<file path="src/rtl/cdb_egress_multi_channel.sv">
// Multi-channel CHI egress stage for the DSU CDB.
// Per channel: flit FIFO, one-flit holding register, link credit counter.
module cdb_egress_multi_channel #(
    parameter int NUM_CH     = 4,
    parameter int FLIT_WIDTH = 64,
    parameter int FIFO_DEPTH = 8,
    parameter int CRD_MAX    = 15,
    localparam int CNT_W     = $clog2(FIFO_DEPTH) + 1
) (
    input  logic                         clk_out,
    input  logic                         rst_out,
    input  logic [NUM_CH-1:0]            in_valid,
    output logic [NUM_CH-1:0]            in_ready,
    input  logic [NUM_CH*FLIT_WIDTH-1:0] in_flit,
    input  logic                         en_flitv,
    input  logic                         link_deactive,
    input  logic [NUM_CH-1:0]            txcrdv,
    output logic [NUM_CH-1:0]            tx_flitpend,
    output logic [NUM_CH-1:0]            tx_flitv,
    output logic [NUM_CH*FLIT_WIDTH-1:0] tx_flit,
    output logic [NUM_CH*CNT_W-1:0]      fifo_cnt,
    output logic [NUM_CH-1:0]            crd_err,
    output logic                         deact_done
);

    localparam int PTR_W = $clog2(FIFO_DEPTH);
    localparam int CRD_W = $clog2(CRD_MAX + 1);

    logic [NUM_CH-1:0] crd_zero;

    for (genvar c = 0; c < NUM_CH; c++) begin : g_ch
        logic [FLIT_WIDTH-1:0] mem [FIFO_DEPTH];
        logic [PTR_W-1:0]      wr_ptr;
        logic [PTR_W-1:0]      rd_ptr;
        logic [CNT_W-1:0]      cnt;
        logic                  hold_v;
        logic [FLIT_WIDTH-1:0] hold_flit;
        logic [CRD_W-1:0]      crd;
        logic                  err;
        logic                  full;
        logic                  push;
        logic                  pop;
        logic                  crd_avail;
        logic                  send;
        logic                  lret;
        logic                  flitv;

        assign full      = (cnt == CNT_W'(FIFO_DEPTH));
        assign push      = in_valid[c] & ~full;
        assign crd_avail = (crd != '0);
        assign send      = hold_v & crd_avail & en_flitv & ~link_deactive;
        assign pop       = (cnt != '0) & (~hold_v | send);
        assign lret      = link_deactive & crd_avail;
        assign flitv     = send | lret;

        always_ff @(posedge clk_out) begin
            if (rst_out) begin
                wr_ptr <= '0;
                rd_ptr <= '0;
                cnt    <= '0;
            end else begin
                if (push)
                    wr_ptr <= wr_ptr + PTR_W'(1);
                if (pop)
                    rd_ptr <= rd_ptr + PTR_W'(1);
                if (push && !pop)
                    cnt <= cnt + CNT_W'(1);
                else if (pop && !push)
                    cnt <= cnt - CNT_W'(1);
            end
        end

        // Storage needs no reset: pointers and count define validity.
        always_ff @(posedge clk_out) begin
            if (push)
                mem[wr_ptr] <= in_flit[c*FLIT_WIDTH +: FLIT_WIDTH];
        end

        always_ff @(posedge clk_out) begin
            if (rst_out) begin
                hold_v    <= 1'b0;
                hold_flit <= '0;
            end else if (pop) begin
                hold_v    <= 1'b1;
                hold_flit <= mem[rd_ptr];
            end else if (send) begin
                hold_v    <= 1'b0;
            end
        end

        always_ff @(posedge clk_out) begin
            if (rst_out) begin
                crd <= '0;
                err <= 1'b0;
            end else if (txcrdv[c] && !flitv) begin
                if (crd == CRD_W'(CRD_MAX))
                    err <= 1'b1;
                else
                    crd <= crd + CRD_W'(1);
            end else if (flitv && !txcrdv[c]) begin
                crd <= crd - CRD_W'(1);
            end
        end

        assign in_ready[c]    = ~full;
        assign tx_flitpend[c] = hold_v | (cnt != '0);
        assign tx_flitv[c]    = flitv;
        assign tx_flit[c*FLIT_WIDTH +: FLIT_WIDTH] = send ? hold_flit : '0;
        assign fifo_cnt[c*CNT_W +: CNT_W] = cnt;
        assign crd_err[c]     = err;
        assign crd_zero[c]    = ~crd_avail;
    end

    assign deact_done = link_deactive & (&crd_zero);

endmodule

</file>
<file path="config.mk">
export PLATFORM = sky130hd
export DESIGN_NAME = cdb_egress_multi_channel
export DESIGN_NICKNAME = d
export VERILOG_FILES = /design/src/rtl/cdb_egress_multi_channel.sv
export SDC_FILE = /design/constraint.sdc
export NUM_CORES = 2
export LEC_CHECK = 0
export BUFFER_PORTS_ARGS = -buffer_cell sky130_fd_sc_hd__buf_2
export CORE_UTILIZATION = 57
export CTS_BUF_LIST = sky130_fd_sc_hd__clkbuf_8
export DETAILED_ROUTE_END_ITERATION = 10
export PLACE_DENSITY_LB_ADDON = 0.25
export SYNTH_ARGS = -nofsm -noshare
export SYNTH_HDL_FRONTEND = slang
export SYNTH_SLANG_ARGS = --single-unit
</file>
<file path="constraint.sdc">
create_clock -name clk_out -period 7 [get_ports clk_out]
set_input_delay 0.7 -clock clk_out [delete_from_list [all_inputs] [get_ports clk_out]]
set_output_delay 0.7 -clock clk_out [all_outputs]
set_load 0.05 [all_outputs]
</file>
==> run summary <==
The flow ran to the end, and the final reports show no timing, DRC or antenna violations. The dominant cell type by area after synthesis is edfxtp_1. The final layout contains 6101 nets.

The share of the yosys chip area belonging to registers is 0.7418. The cell family contributing the most delay on the critical path is simple AND/OR/NAND/NOR gates. The total of fill cells in the finished design is 10460.

In the global route stage, overall resource usage came out at 0.2629. The first-pass iteration count of the detailed router came out at 5. The worst register-to-register path begins at g_ch[1].crd[0]$_SDFFE_PP0P_. The maximum cell stage delay along the critical path came out at 0.85 ns.

The post-route total power is 39.97 mW. The DRC violation total after the first TritonRoute iteration is 4183. The worst slew slack as a fraction of its limit came out at 0.2422. The sequential cell area is 0.06794 sq mm. The final hold violation count came out at 0. The share of final-layout standard cells stronger than drive strength 1 is 0.3035. Walking the worst path, the cells encountered are nor4_4 > buf_4 > nor3b_4 > buf_4 > and2_1 > buf_2. The die covers 0.1622 sq mm.

The maximum vdd ir drop came out at 571.7 uV. The total negative slack is 0 ns. The initial utilization of the core area, before any placement, comes to 0.5760. The clock buffer count from CTS came out at 384. The number of buffer and inverter stages on the critical path is 3.

Counting every net in the synthesized netlist gives 5133. Clock-pin slew was measured on the worst setup and hold paths at 0.06 ns. The post-detailed-route DRC marker count came out at 0. The area inside the core boundary is 0.1589 sq mm. The number of max-slew violations in the final report is 0. The wire length after detailed routing is 212500 microns. The number of enable flip-flop cells after synthesis is 2048. Synthesis produced 4829 cells. For this design, the slowest cell found on the critical path is nor3b_4. The synthesized flop and latch total is 2368. The detailed router placed 49760 vias in this run. The register-to-register setup slack is 3.54 ns.

For the worst flop-to-flop path, the logic depth is 12. The critical hold path startpoint is rst_out. CTS placed an instance of clkbuf_8 at the clock tree root. The peak fanout along the critical path is 47. The number of buffers inserted for hold repair after clock tree synthesis came out at 260.

The final period demand of the worst path came out at 4.319 ns. The largest net degree at the start of global routing came out at 106. The maximum clock rate is 0.2315 GHz. The post-CTS setup-driven buffer insertion count is 0. The leakage power figure came out at 36.64 nW. In this run the power density over the cells is 375.3 mW/mm^2.

The most used flip-flop cell after synthesis is edfxtp_1. For hold timing, the worst endpoint is g_ch[2].wr_ptr[2]$_SDFFE_PP0P_. Setup violations remaining at the end of the flow were counted as 0.

The classification of the worst-slack hold path is input pin to flop. The detail route stage leaves a number of antenna-violating nets equal to 0. The routed wirelength normalized by instance count came out at 25.93 microns.

The endpoint identified for the worst register-to-register timing path is g_ch[1].cnt[3]$_SDFFE_PP0P_. The number of global-route vias before repair came out at 51270. The growth of design area from synthesis to finish came out at 16.37%. After synthesis, the netlist uses 47 different library cells.

The critical path is of the flop to output port type. The netlist area before placement is 0.09154 sq mm. The final RePlAce weighted congestion came out at 0.7733.

The floorplan has 146 rows. The cell depth of the worst min-delay path is 2. The Yosys step of the flow raised 0 warnings.

The die width is 402.7 microns. The maximum level of the CTS H-tree came out at 5. The clock insertion delay at the later pin of the skew report came out at 1.05 ns. The top-level I/O count is 557. The post-route clock period utilization is 0.6170.

The first global-routing pass estimated 317300 microns of wire. Setup repair after global routing left no endpoint under its margin. The async set or reset register ratio after synthesis came out at 0. The port buffer count came out at 556. The kind of start point of the critical path is a flop. The arrival time at the worst endpoint came out at 3.62 ns. A synthesized cell averages 18.96 sq um. The number of maximum-capacitance violations is 0. The post-detailed-placement half-perimeter wirelength is 111600 microns. By count the netlist is led by edfxtp_1, mux4_2, nand2_1.

The critical path required time is 6.30 ns. The worst-case clock buffer depth is 4. The number of antenna violations at the first check in global routing is 32.

The multi-input gate area in the final layout came out at 0.02222 sq mm. The slew at the pin closest to its max-slew limit came out at 1.137 ns. The most instantiated library cell after synthesis is edfxtp_1. By area the synthesized netlist is led by edfxtp_1, mux4_2, dfxtp_1, and2_1, a21oi_1.

The clock skew came out at 0.07955 ns. TritonCTS built the clock tree. The floorplan die height is 402.7 microns.

The worst setup path is captured at an output port. The cell that appears most often on the critical path is buf_4. The tree built by TritonCTS fans out to 2368 sinks. Of the post-synthesis cell area, the dominant cell type holds 0.6718.

The post-cts sizing count is 0. Dividing the detail-routed via count by the number of cells gives 6.072. The aggregate global routing overflow is 0.
## layout by cell type, fill, tap and decap left out, types with 33 or more instances in the layout
master / count
and2_1: 256
mux2i_1: 67
a311oi_1: 121
inv_1: 174
clkinv_2: 33
clkbuf_8: 439
dfxtp_1: 309
clkinv_1: 47
buf_4: 92
a21oi_1: 308
nand2_1: 410
a311oi_2: 88
a211oi_1: 40
buf_2: 555
edfxtp_1: 2048
nor2_1: 45
dlygate4sd3_1: 260
mux4_2: 512
## per-stage QoR
| step | utilization | setup slack, ns | instances | hold slack [ns] | cell area, sq um |
|---|---|---|---|---|---|
| finish | 0.6703 | 2.681 | 8195 | 0.1689 | 106500 |
| global route | 0.6701 | 2.453 | 8187 | 0.1257 | 106500 |
| CTS | 0.6700 | 2.537 | 8175 | 0.05466 | 106500 |
| detailed placement | 0.6068 | 2.972 | 7223 | 0.4387 | 96450 |
| global placement | 0.6068 | 3.027 | 7223 | 0.4318 | 96450 |
| floorplan | - | 0.2009 | 4829 | 0.4258 | 91560 |
## layer usage
layer | track usage | share of wire | up-vias
met5 | 0 | 0.00091 | -
met4 | 0.09192 | 0.028 | 34
met3 | 0.06198 | 0.085 | 407
met2 | 0.4281 | 0.49 | 2092
met1 | 0.3504 | 0.39 | 25780
li1 | - | - | 21450
## logic make-up (layout without fill, tap and decap cells)
| kind of cell | after synthesis | after routing | synth area share |
|---|---|---|---|
| AO/OA/AOI/OAI | 624 | 624 | 0.05272 |
| other | 0 | 20 | 0 |
| AND/OR/NAND/NOR | 837 | 837 | 0.04512 |
| buffers and inverters | 361 | 1635 | 0.01905 |
| adder cells (fa/ha/maj) | 36 | 36 | 0.005577 |
| flip-flops | 2368 | 2368 | 0.7418 |
| XOR/XNOR | 20 | 20 | 0.001914 |
| multiplexers | 583 | 583 | 0.1338 |
## registers in the layout, indices dropped and copies added, names as in the netlist
| name | flops |
|---|---|
| g_ch.mem | 2048 |
| g_ch.err | 4 |
| g_ch.hold_v | 4 |
| g_ch.crd | 16 |
| g_ch.hold_flit | 256 |
| g_ch.wr_ptr | 12 |
| g_ch.rd_ptr | 12 |
| g_ch.cnt | 16 |
## cell type report
cell class              instances  area share
flip-flops and latches       2368      0.6378
multi-input cells            2100      0.2085
repair buffers                913     0.05807
clock buffers                 439     0.05672
well taps                    2072     0.02434
clock inverters               253     0.01300
inverters                      30    0.001081
diodes                         20   0.0004698
## where the power goes
group,internal (mW),switching (mW)
Combinational,4.42,5.73
Clock,6.19,5.25
Sequential,16.9,1.46
Total,27.5,12.4
## worst max path at each step
stage / slack, ns / depth (start not counted) / from / end
floorplan: 0.20 / 4 / g_ch[1].cnt[0]$_SDFFE_PP0P_ / g_ch[1].mem[2][0]$_DFFE_PP_
global placement: 3.03 / 13 / link_deactive / g_ch[1].cnt[3]$_SDFFE_PP0P_
detailed placement: 2.97 / 13 / link_deactive / g_ch[1].cnt[3]$_SDFFE_PP0P_
CTS: 2.54 / 6 / g_ch[1].crd[0]$_SDFFE_PP0P_ / tx_flit[100]
global route: 2.45 / 6 / g_ch[1].crd[0]$_SDFFE_PP0P_ / tx_flit[104]
finish: 2.68 / 6 / g_ch[1].crd[0]$_SDFFE_PP0P_ / tx_flit[113]
Note: power is estimated with default switching activity, not from simulation.
